[src/rtl/sprite_plotter.sv]
`default_nettype none
// +--------------------------------------------------------------------------+
// | sprite_plotter                                                           |
// | Erase/draw 8x8 sprites as one clipped pixel per clock to a frame buffer. |
// | Revision: 1.0                                                            |
// +--------------------------------------------------------------------------+
module sprite_plotter #(
  parameter int         SCREEN_W  = 320,
  parameter int         SCREEN_H  = 240,
  parameter logic [2:0] BG_COLOUR = 3'b000
) (
  input  logic       clk,
  input  logic       resetn,
  input  logic       req,
  input  logic [8:0] req_x,
  input  logic [7:0] req_y,
  input  logic [1:0] req_sprite,
  input  logic [2:0] req_colour,
  input  logic       req_erase,
  output logic       ready,
  output logic       done,
  output logic [8:0] x,
  output logic [7:0] y,
  output logic [2:0] colour,
  output logic       plot
);

  localparam logic [1:0] S_IDLE  = 2'd0;
  localparam logic [1:0] S_ERASE = 2'd1;
  localparam logic [1:0] S_DRAW  = 2'd2;
  localparam logic [1:0] S_DONE  = 2'd3;

  localparam logic [9:0] c_SCREEN_W = 10'(SCREEN_W);
  localparam logic [8:0] c_SCREEN_H = 9'(SCREEN_H);

  logic [1:0] r_state;
  logic [1:0] w_state_next;
  logic [5:0] r_k;
  logic [8:0] r_lat_x;
  logic [7:0] r_lat_y;
  logic [1:0] r_lat_sprite;
  logic [2:0] r_lat_colour;
  logic [8:0] r_prev_x;
  logic [7:0] r_prev_y;
  logic       r_prev_valid;
  logic [8:0] r_x;
  logic [7:0] r_y;
  logic [2:0] r_colour;
  logic       r_plot;
  logic       r_done;

  logic       w_accept;
  logic       w_last;
  logic [8:0] w_base_x;
  logic [7:0] w_base_y;
  logic [9:0] w_px;
  logic [8:0] w_py;
  logic       w_onscreen;
  logic       w_rom_bit;
  logic [8:0] w_x_next;
  logic [7:0] w_y_next;
  logic [2:0] w_colour_next;
  logic       w_plot_next;
  logic       w_done_next;

  // Bit set = foreground pixel at (row r, column c) of sprite s.
  function automatic logic rom_bit(input logic [1:0] s, input logic [2:0] r, input logic [2:0] c);
    case (s)
      2'd0:    rom_bit = 1'b1;
      2'd1:    rom_bit = (r == 3'd3 || r == 3'd4) && (c == 3'd3 || c == 3'd4);
      2'd2:    rom_bit = (r == 3'd0) || (r == 3'd7) || (c == 3'd0) || (c == 3'd7);
      default: rom_bit = 1'b0;
    endcase
  endfunction

  assign w_accept   = req && (r_state == S_IDLE);
  assign w_last     = (r_k == 6'd63);
  assign w_base_x   = (r_state == S_ERASE) ? r_prev_x : r_lat_x;
  assign w_base_y   = (r_state == S_ERASE) ? r_prev_y : r_lat_y;
  assign w_px       = {1'b0, w_base_x} + {7'd0, r_k[2:0]};
  assign w_py       = {1'b0, w_base_y} + {6'd0, r_k[5:3]};
  assign w_onscreen = (w_px < c_SCREEN_W) && (w_py < c_SCREEN_H);
  assign w_rom_bit  = rom_bit(r_lat_sprite, r_k[5:3], r_k[2:0]);

  always_ff @(posedge clk or negedge resetn) begin
    if (!resetn) begin
      r_state <= S_IDLE;
    end else begin
      r_state <= w_state_next;
    end
  end

  always_comb begin
    w_state_next = r_state;
    case (r_state)
      S_IDLE:  if (w_accept) w_state_next = (req_erase && r_prev_valid) ? S_ERASE : S_DRAW;
      S_ERASE: if (w_last) w_state_next = S_DRAW;
      S_DRAW:  if (w_last) w_state_next = S_DONE;
      default: w_state_next = S_IDLE;
    endcase
  end

  // Next registered pixel-port values; clipped/blank pixels keep the last colour.
  always_comb begin
    w_x_next      = r_x;
    w_y_next      = r_y;
    w_colour_next = r_colour;
    w_plot_next   = 1'b0;
    w_done_next   = 1'b0;
    case (r_state)
      S_ERASE: begin
        w_x_next    = w_px[8:0];
        w_y_next    = w_py[7:0];
        w_plot_next = w_onscreen;
        if (w_onscreen) w_colour_next = BG_COLOUR;
      end
      S_DRAW: begin
        w_x_next    = w_px[8:0];
        w_y_next    = w_py[7:0];
        w_plot_next = w_onscreen && w_rom_bit;
        if (w_onscreen && w_rom_bit) w_colour_next = r_lat_colour;
      end
      S_DONE:  w_done_next = 1'b1;
      default: w_done_next = 1'b0;
    endcase
  end

  always_ff @(posedge clk or negedge resetn) begin
    if (!resetn) begin
      r_k          <= 6'd0;
      r_lat_x      <= 9'd0;
      r_lat_y      <= 8'd0;
      r_lat_sprite <= 2'd0;
      r_lat_colour <= 3'd0;
      r_prev_x     <= 9'd0;
      r_prev_y     <= 8'd0;
      r_prev_valid <= 1'b0;
      r_x          <= 9'd0;
      r_y          <= 8'd0;
      r_colour     <= 3'd0;
      r_plot       <= 1'b0;
      r_done       <= 1'b0;
    end else begin
      r_x      <= w_x_next;
      r_y      <= w_y_next;
      r_colour <= w_colour_next;
      r_plot   <= w_plot_next;
      r_done   <= w_done_next;
      if (r_state == S_ERASE || r_state == S_DRAW) begin
        r_k <= r_k + 6'd1;
      end else begin
        r_k <= 6'd0;
      end
      if (w_accept) begin
        r_lat_x      <= req_x;
        r_lat_y      <= req_y;
        r_lat_sprite <= req_sprite;
        r_lat_colour <= req_colour;
      end
      if (r_state == S_DONE) begin
        r_prev_x     <= r_lat_x;
        r_prev_y     <= r_lat_y;
        r_prev_valid <= 1'b1;
      end
    end
  end

  assign ready  = (r_state == S_IDLE);
  assign done   = r_done;
  assign x      = r_x;
  assign y      = r_y;
  assign colour = r_colour;
  assign plot   = r_plot;

endmodule
`default_nettype wire

[config.mk]
export PLATFORM = sky130hd
export DESIGN_NAME = sprite_plotter
export DESIGN_NICKNAME = d
export VERILOG_FILES = /design/src/rtl/sprite_plotter.sv
export SDC_FILE = /design/constraint.sdc
export NUM_CORES = 1
export LEC_CHECK = 0
export BUFFER_PORTS_ARGS = -buffer_cell sky130_fd_sc_hd__buf_2
export CORE_MARGIN = 2
export CORE_UTILIZATION = 35
export DETAILED_ROUTE_END_ITERATION = 10
export SLEW_MARGIN = 40
export SYNTH_ARGS = -nofsm -noshare
export SYNTH_HDL_FRONTEND = slang
export SYNTH_SLANG_ARGS = --single-unit
[constraint.sdc]
create_clock -name clk -period 4.3 [get_ports clk]
set_input_delay 0.645 -clock clk [delete_from_list [all_inputs] [get_ports clk]]
set_output_delay 0.645 -clock clk [all_outputs]
set_load 0.01 [all_outputs]
==> flow_summary.rst, run 1 <==
.. list-table::
   :header-rows: 1

   * - Metric
     - Value
   * - Status
     - completed
   * - Cts hold-fix bufs
     - 0
   * - Cell taking the most area after synthesis
     - sky130_fd_sc_hd__dfrtp_1
   * - Area overhead of the layout relative to synthesis
     - 16.44%
   * - Worst R2R Path Depth
     - 14
   * - Full die area
     - 0.01118 mm²
   * - Overall Global Routing Usage
     - 0.1372
   * - Final routed wire length divided by cell count
     - 14.35 µm
   * - Clock transition at the register clock pins on the worst setup and hold paths after CTS
     - 80 ps
   * - Post-layout min period
     - 3509 ps
   * - Post-synthesis instance area
     - 0.003623 mm²
   * - Main flop type after synthesis
     - sky130_fd_sc_hd__dfrtp_1
   * - Syn Area/Cell
     - 12.08 µm²
   * - Clock latency of the later-clocked register in the worst-skew pair
     - 350 ps
   * - Syn. warnings
     - 0
   * - DR vias/cell
     - 4.783
   * - Setup TNS
     - 0 ps
   * - Data arrival, critical path
     - 3780 ps
   * - Synth top area cells
     - sky130_fd_sc_hd__dfrtp_1, sky130_fd_sc_hd__mux2_2, sky130_fd_sc_hd__ha_1
   * - Total power
     - 1.229 mW
   * - Top cells by count, synth
     - sky130_fd_sc_hd__dfrtp_1, sky130_fd_sc_hd__mux2_2, sky130_fd_sc_hd__nand2_1, sky130_fd_sc_hd__inv_1, sky130_fd_sc_hd__ha_1
   * - Total nets after synthesis
     - 342
   * - Cell with the most instances after synthesis
     - sky130_fd_sc_hd__dfrtp_1
   * - Count of boundary I/O pins
     - 49
   * - Hold Vio Cnt, Final
     - 0
   * - Pin count of the biggest net entering global routing
     - 37
   * - Clock Root Buffer
     - sky130_fd_sc_hd__clkbuf_8
   * - Post-Route WL
     - 7061 µm
   * - Power density cells
     - 291.3 mW/mm²
   * - Initial antenna violation count
     - 0
   * - Fill cells
     - 1015
   * - Critical path class
     - reg -> reg
   * - Total global routing overflow
     - 0
   * - Share of post-route cells with drive strength above 1
     - 0.3848
   * - Critical Path Start Type
     - flop
   * - Number of buffers inserted by post-CTS setup repair
     - 0
   * - Number of endpoints failing setup at the final stage
     - 0
   * - Utilization of the core after routing
     - 0.4143
   * - Final cycle utilization of the critical path
     - 0.8159
   * - Setup Skew
     - 12.34 ps
   * - Max-Slew Margin vs Limit
     - 0.6106
   * - Count of flip-flops with a built-in enable after synthesis
     - 0
   * - Via count of the first global-routing pass
     - 2467
   * - Number of clock buffers inserted by TritonCTS
     - 9
   * - Final worst hold slack
     - 244.0 ps
   * - Fraction of registers with async set/reset
     - 1.000
   * - Seq/Total Area, Yosys
     - 0.4834
   * - H-tree lvl count
     - 3
   * - Number of rows in the core area
     - 37
   * - Number of clock sinks
     - 70
   * - Data required time at the worst endpoint
     - 4570 ps
   * - Antenna viol nets, final
     - 0
   * - Clk buf depth
     - 2
   * - Number of different library cells in the post-synthesis netlist
     - 49
   * - Busiest metal layer after global routing
     - met2
   * - Pre-antenna DRT Iters
     - 4
   * - Number of maximum-capacitance violations
     - 0
   * - Estimated wirelength of the detail-placed design
     - 5059 µm
   * - # resized after CTS
     - 0
   * - Post-synth top area share
     - 0.4834
   * - Chip Height
     - 105.8 µm
   * - Least-Margin Pin Slew
     - 582.0 ps
   * - Count of state elements after synthesis
     - 70
   * - Leakage component of the power
     - 2.112 nW
   * - RSZ-0062 raised after global routing
     - false
   * - Routing usage on met2
     - 0.2207
   * - Initial core utilization
     - 0.3558
   * - Met3 capacity usage during global routing
     - 0.03649
   * - DRC violations left
     - 0
   * - First-pass GRT wire length
     - 11860 µm
   * - Classification of the worst-slack hold path
     - in -> async
   * - CTS tree
     - yes
   * - Max Fclk
     - 0.2850 GHz
   * - Final-report max-slew violation count
     - 0
   * - VDD IR max
     - 0.1165 mV
   * - Setup crit end kind
     - flop
   * - GRT met1 Usage
     - 0.1761
   * - Via count of the routed design
     - 2353
   * - Antenna diode count
     - 0
   * - Initial detailed-routing violation count
     - 40
   * - GP Congestion
     - 0.7835
   * - Net total in the final layout
     - 393
   * - Maximum fanout along the worst path
     - 16
   * - IO buf count
     - 48
   * - Count of mapped cells out of synthesis
     - 300
   * - Area of the core
     - 0.01018 mm²
   * - Die Wd
     - 105.8 µm
-- through the flow --
step           setup slack (ps)  instances  instance area [µm²]
2_1_floorplan             686.3        300                 3623
3_3_place_gp              975.5        476                 4010
3_5_place_dp              841.1        476                 4018
4_1_cts                   793.5        492                 4219
5_1_grt                   536.1        492                 4219
6_report                  791.5        492                 4219
-- path summary, 6_finish.rpt --
path	end	slack [ps]	from
setup reg to reg	colour[1]$_DFFE_PN0P_	790	r_state[1]$_DFFE_PN0P_
hold reg to reg	r_prev_valid$_DFFE_PN0P_	480	r_prev_valid$_DFFE_PN0P_
max in group asynchronous	x[0]$_DFFE_PN0P_	3230	resetn
hold / removal	r_lat_y[5]$_DFFE_PN0P_	240	resetn
min in group clk	r_prev_valid$_DFFE_PN0P_	480	r_prev_valid$_DFFE_PN0P_
setup / recovery	colour[1]$_DFFE_PN0P_	790	r_state[1]$_DFFE_PN0P_
-- worst max-delay path, cell delays in order (launching register included) --
cell and delay (ps):
sky130_fd_sc_hd__dfrtp_1 410, sky130_fd_sc_hd__inv_1 140, sky130_fd_sc_hd__ha_1 250, sky130_fd_sc_hd__buf_4 250
sky130_fd_sc_hd__mux2_2 180, sky130_fd_sc_hd__ha_1 150, sky130_fd_sc_hd__inv_1 50, sky130_fd_sc_hd__fa_1 400
sky130_fd_sc_hd__nor2b_1 310, sky130_fd_sc_hd__o2111ai_2 150, sky130_fd_sc_hd__xnor2_1 170, sky130_fd_sc_hd__a221o_1 330
sky130_fd_sc_hd__a32o_2 300, sky130_fd_sc_hd__o211ai_4 100, sky130_fd_sc_hd__mux2i_1 230
-- placed cells by master, fill, tap and decap left out, drive strengths merged, types with 2 or more instances in the layout --
cell    netlist  layout
dfrtp        70      70
mux2         59      59
buf           5      52
nand2        22      22
inv          16      16
mux2i        14      14
ha           14      14
clkbuf        7      13
xnor2        12      12
nor2b         9       9
a21oi         9       9
nand3         7       7
nor2          7       7
o21ai         7       7
xor2          5       5
and2          4       4
nor3          3       3
o211ai        3       3
nand3b        2       2
a31o          2       2
fa            2       2
-- area by class of cell --
class | count | area [µm²] | area share
clock buffers | 13 | 158.9 | 0.03766
clock inverters | 3 | 42.54 | 0.01008
inverters | 16 | 60.06 | 0.01423
multi-input cells | 202 | 1763 | 0.4179
flip-flops and latches | 70 | 1752 | 0.4152
well taps | 136 | 170.2 | 0.04033
repair buffers | 52 | 272.8 | 0.06465
-- report_power, final --
part | switching, mW | leakage, nW | internal (mW)
registers | 0 | 0.944 | 0.658
clock network | 0.247 | 0.0996 | 0.299
logic | 0.0158 | 1.07 | 0.00892
total | 0.263 | 2.11 | 0.966
-- registers in the layout, summed over array words and instances, names as in the netlist, 6 cells and up --
register / cells
r_lat_y: 8
r_prev_x: 9
r_prev_y: 8
r_lat_x: 9
r_k: 6
x: 9
y: 8
-- cell families after synthesis --
logic type,after synthesis,synth area share
adder cells (fa/ha/maj),16,0.05939
XOR/XNOR,17,0.04109
AND/OR/NAND/NOR,61,0.08495
multiplexers,73,0.2251
AO/OA/AOI/OAI,35,0.07459
buffers and inverters,28,0.03142
flip-flops,70,0.4834
-- layer usage --
metal | wire length, µm | vias up
met5 | 0 | -
met3 | 268 | 12
met4 | 127 | 0
li1 | - | 1143
met1 | 3388 | 1160
met2 | 3276 | 38
Power figures use the tool's default switching activity.
==> run 2, diff against run 1 <==
Clock period 4.3 ns to 3.02 ns, I/O delays scaled along.
==> run 2 against run 1 <==
Compared with the run above: cell count is 1.8% higher; die area stayed put; worst hold slack got worse by 67 ps; largest power group unchanged; global-route usage increased by 0.26 points; final area grew 3.3%; first-iteration DRC count increased by 140%; via count rose by 2.0%.
==> flow_summary.rst, run 2 (same netlist as run 1, synthesis figures left out) <==
.. list-table::
   :header-rows: 1

   * - Metric
     - Value
   * - Worst-path cell with the longest stage delay
     - sky130_fd_sc_hd__dfrtp_1
   * - Estimated wirelength of the detail-placed design
     - 5308 µm
   * - First-pass GRT wire length
     - 12180 µm
   * - H-tree lvl count
     - 3
   * - Hold Vio Cnt, Final
     - 0
   * - Die Wd
     - 105.8 µm
   * - Via count of the routed design
     - 2399
   * - Max Fclk
     - 0.3389 GHz
   * - Final cell count without fillers
     - 501
   * - Full die area
     - 0.01118 mm²
   * - Net total in the final layout
     - 404
   * - Most common cell after layout, fill and taps aside
     - sky130_fd_sc_hd__dfrtp_1
   * - Number of clock buffers inserted by TritonCTS
     - 9
   * - Final cycle utilization of the critical path
     - 0.9771
   * - Power density cells
     - 379.0 mW/mm²
   * - Post-layout min period
     - 2951 ps
   * - Data arrival, critical path
     - 3200 ps
   * - Classification of the worst-slack hold path
     - in -> async
   * - Final routed wire length divided by cell count
     - 14.39 µm
   * - Overall Global Routing Usage
     - 0.1399
   * - Number of clock sinks
     - 70
   * - Area overhead of the layout relative to synthesis
     - 20.23%
   * - Most frequent cells in the layout
     - sky130_fd_sc_hd__dfrtp_1, sky130_fd_sc_hd__mux2_2, sky130_fd_sc_hd__buf_2, sky130_fd_sc_hd__nand2_1
   * - Number of maximum-capacitance violations
     - 0
   * - Initial antenna violation count
     - 0
   * - Initial core utilization
     - 0.3558
   * - Sequence of cells on the critical path
     - inv_2, ha_4, mux2_4, ha_4, inv_2, fa_2, nor2b_4, o2111ai_2, xnor2_1, a221o_1, a32o_2, o211ai_4, mux2i_1
   * - Post-Route WL
     - 7209 µm
   * - DR vias/cell
     - 4.788
   * - Max-Slew Margin vs Limit
     - 0.5129
   * - Clk buf depth
     - 2
   * - RSZ-0062 raised after global routing
     - true
   * - Final-report max-slew violation count
     - 0
   * - Number of endpoints failing setup at the final stage
     - 0
   * - Post-Place Cells
     - 480
   * - Data required time at the worst endpoint
     - 3270 ps
   * - Count of boundary I/O pins
     - 49
   * - Via count of the first global-routing pass
     - 2510
   * - Pin count of the biggest net entering global routing
     - 40
   * - Worst-case setup slack after placement
     - -45.68 ps
   * - Area of the core
     - 0.01018 mm²
   * - VDD IR max
     - 0.2279 mV
   * - Clock Root Buffer
     - sky130_fd_sc_hd__clkbuf_8
   * - Crit-path max cell delay
     - 410 ps
   * - Antenna diode count
     - 0
   * - GP Congestion
     - 0.7885
   * - DRC violations left
     - 0
   * - CTS tree
     - yes
   * - IO buf count
     - 48
   * - Number of rows in the core area
     - 37
   * - Crit path setup slack, layout
     - 69.12 ps
   * - Status
     - completed
   * - Clock latency of the later-clocked register in the worst-skew pair
     - 340 ps
   * - Antenna viol nets, final
     - 0
   * - Pre-antenna DRT Iters
     - 4
   * - Maximum fanout along the worst path
     - 8
   * - Chip Height
     - 105.8 µm
   * - Critical path class
     - reg -> reg
   * - Share of post-route cells with drive strength above 1
     - 0.4356
   * - Leakage component of the power
     - 2.175 nW
   * - Least-Margin Pin Slew
     - 730.6 ps
   * - Initial detailed-routing violation count
     - 96
   * - Critical Path Start Type
     - flop
   * - Clock transition at the register clock pins on the worst setup and hold paths after CTS
     - 70 ps
   * - Setup Skew
     - 6.962 ps
   * - Total global routing overflow
     - 0
   * - Setup crit end kind
     - flop
run 2: power breakdown:
group | internal, mW | switching, mW | total, mW | leakage, nW
clock network | 0.356 | 0.321 | 0.677 | 0.0914
logic | 0.0141 | 0.0228 | 0.0369 | 1.14
registers | 0.937 | 0 | 0.937 | 0.943
run 2: timing repair:
| action | 4_1_cts | 5_1_grt |
|---|---|---|
| resized for setup | 0 | 3 |
| pin swaps | 0 | 1 |
| hold buffers | 0 | 0 |
| endpoints found under the setup margin | 2 | 3 |
| buffers inserted | 3 | 4 |
run 2: layout make-up:
cell class              count  area [µm²]
multi-input cells         202        1834
fillers                  1000        5828
clock inverters             1       5.005
clock buffers              13       168.9
inverters                  16       60.06
repair buffers             63       365.4
flip-flops and latches     70        1753
well taps                 136       170.2
run 2: worst max-delay path: cells and delay by family (launching register included):
| family | cells | cell delay [ps] |
|---|---|---|
| xor gates and xnor gates | 1 | 160 |
| adders and majority gates | 3 | 720 |
| and+or+nand+nor | 1 | 170 |
| muxes | 2 | 450 |
| DFF | 1 | 410 |
| buffers and inverters | 2 | 130 |
| AOI/OAI and AO/OA | 4 | 840 |
run 2: routing by layer:
metal | part of all wire | GRT usage | routed length [µm] | vias up
li1 | - | - | - | 1168
met1 | 0.48 | 0.1795 | 3428 | 1182
met2 | 0.47 | 0.2304 | 3411 | 41
met3 | 0.038 | 0.03278 | 272 | 8
met4 | 0.014 | 0.05075 | 98 | 0
met5 | 0 | 0 | 0 | -
run 2: final timing paths:
kind / cells past startpoint / from / slack [ps] / endpoint
max in group asynchronous: 2 / resetn / 2170 / r_state[0]$_DFFE_PN0P_
min in group clk: 2 / req_x[0] / 340 / r_lat_x[0]$_DFFE_PN0P_
min: 1 / resetn / 180 / r_lat_y[6]$_DFFE_PN0P_
min reg2reg: 1 / r_prev_valid$_DFFE_PN0P_ / 470 / r_prev_valid$_DFFE_PN0P_
max reg2reg: 13 / r_state[1]$_DFFE_PN0P_ / 70 / colour[0]$_DFFE_PN0P_
max: 13 / r_state[1]$_DFFE_PN0P_ / 70 / colour[0]$_DFFE_PN0P_
run 2: through the flow:
step / cell area, µm² / TNS, ps / power (mW) / hold WS (ps) / utilization
final: 4357 / 0 / 1.651 / 177.0 / 0.4278
after global routing: 4357 / -59.19 / 1.721 / 208.8 / 0.4278
after CTS: 4318 / 0 / 1.675 / 197.8 / 0.4240
after detailed placement: 4121 / -45.68 / 0.9940 / 452.7 / 0.4047
after global placement: 4116 / 0 / 0.9938 / 453.8 / 0.4042
after floorplan: 3705 / -152.5 / 0.9559 / 157.4 / -
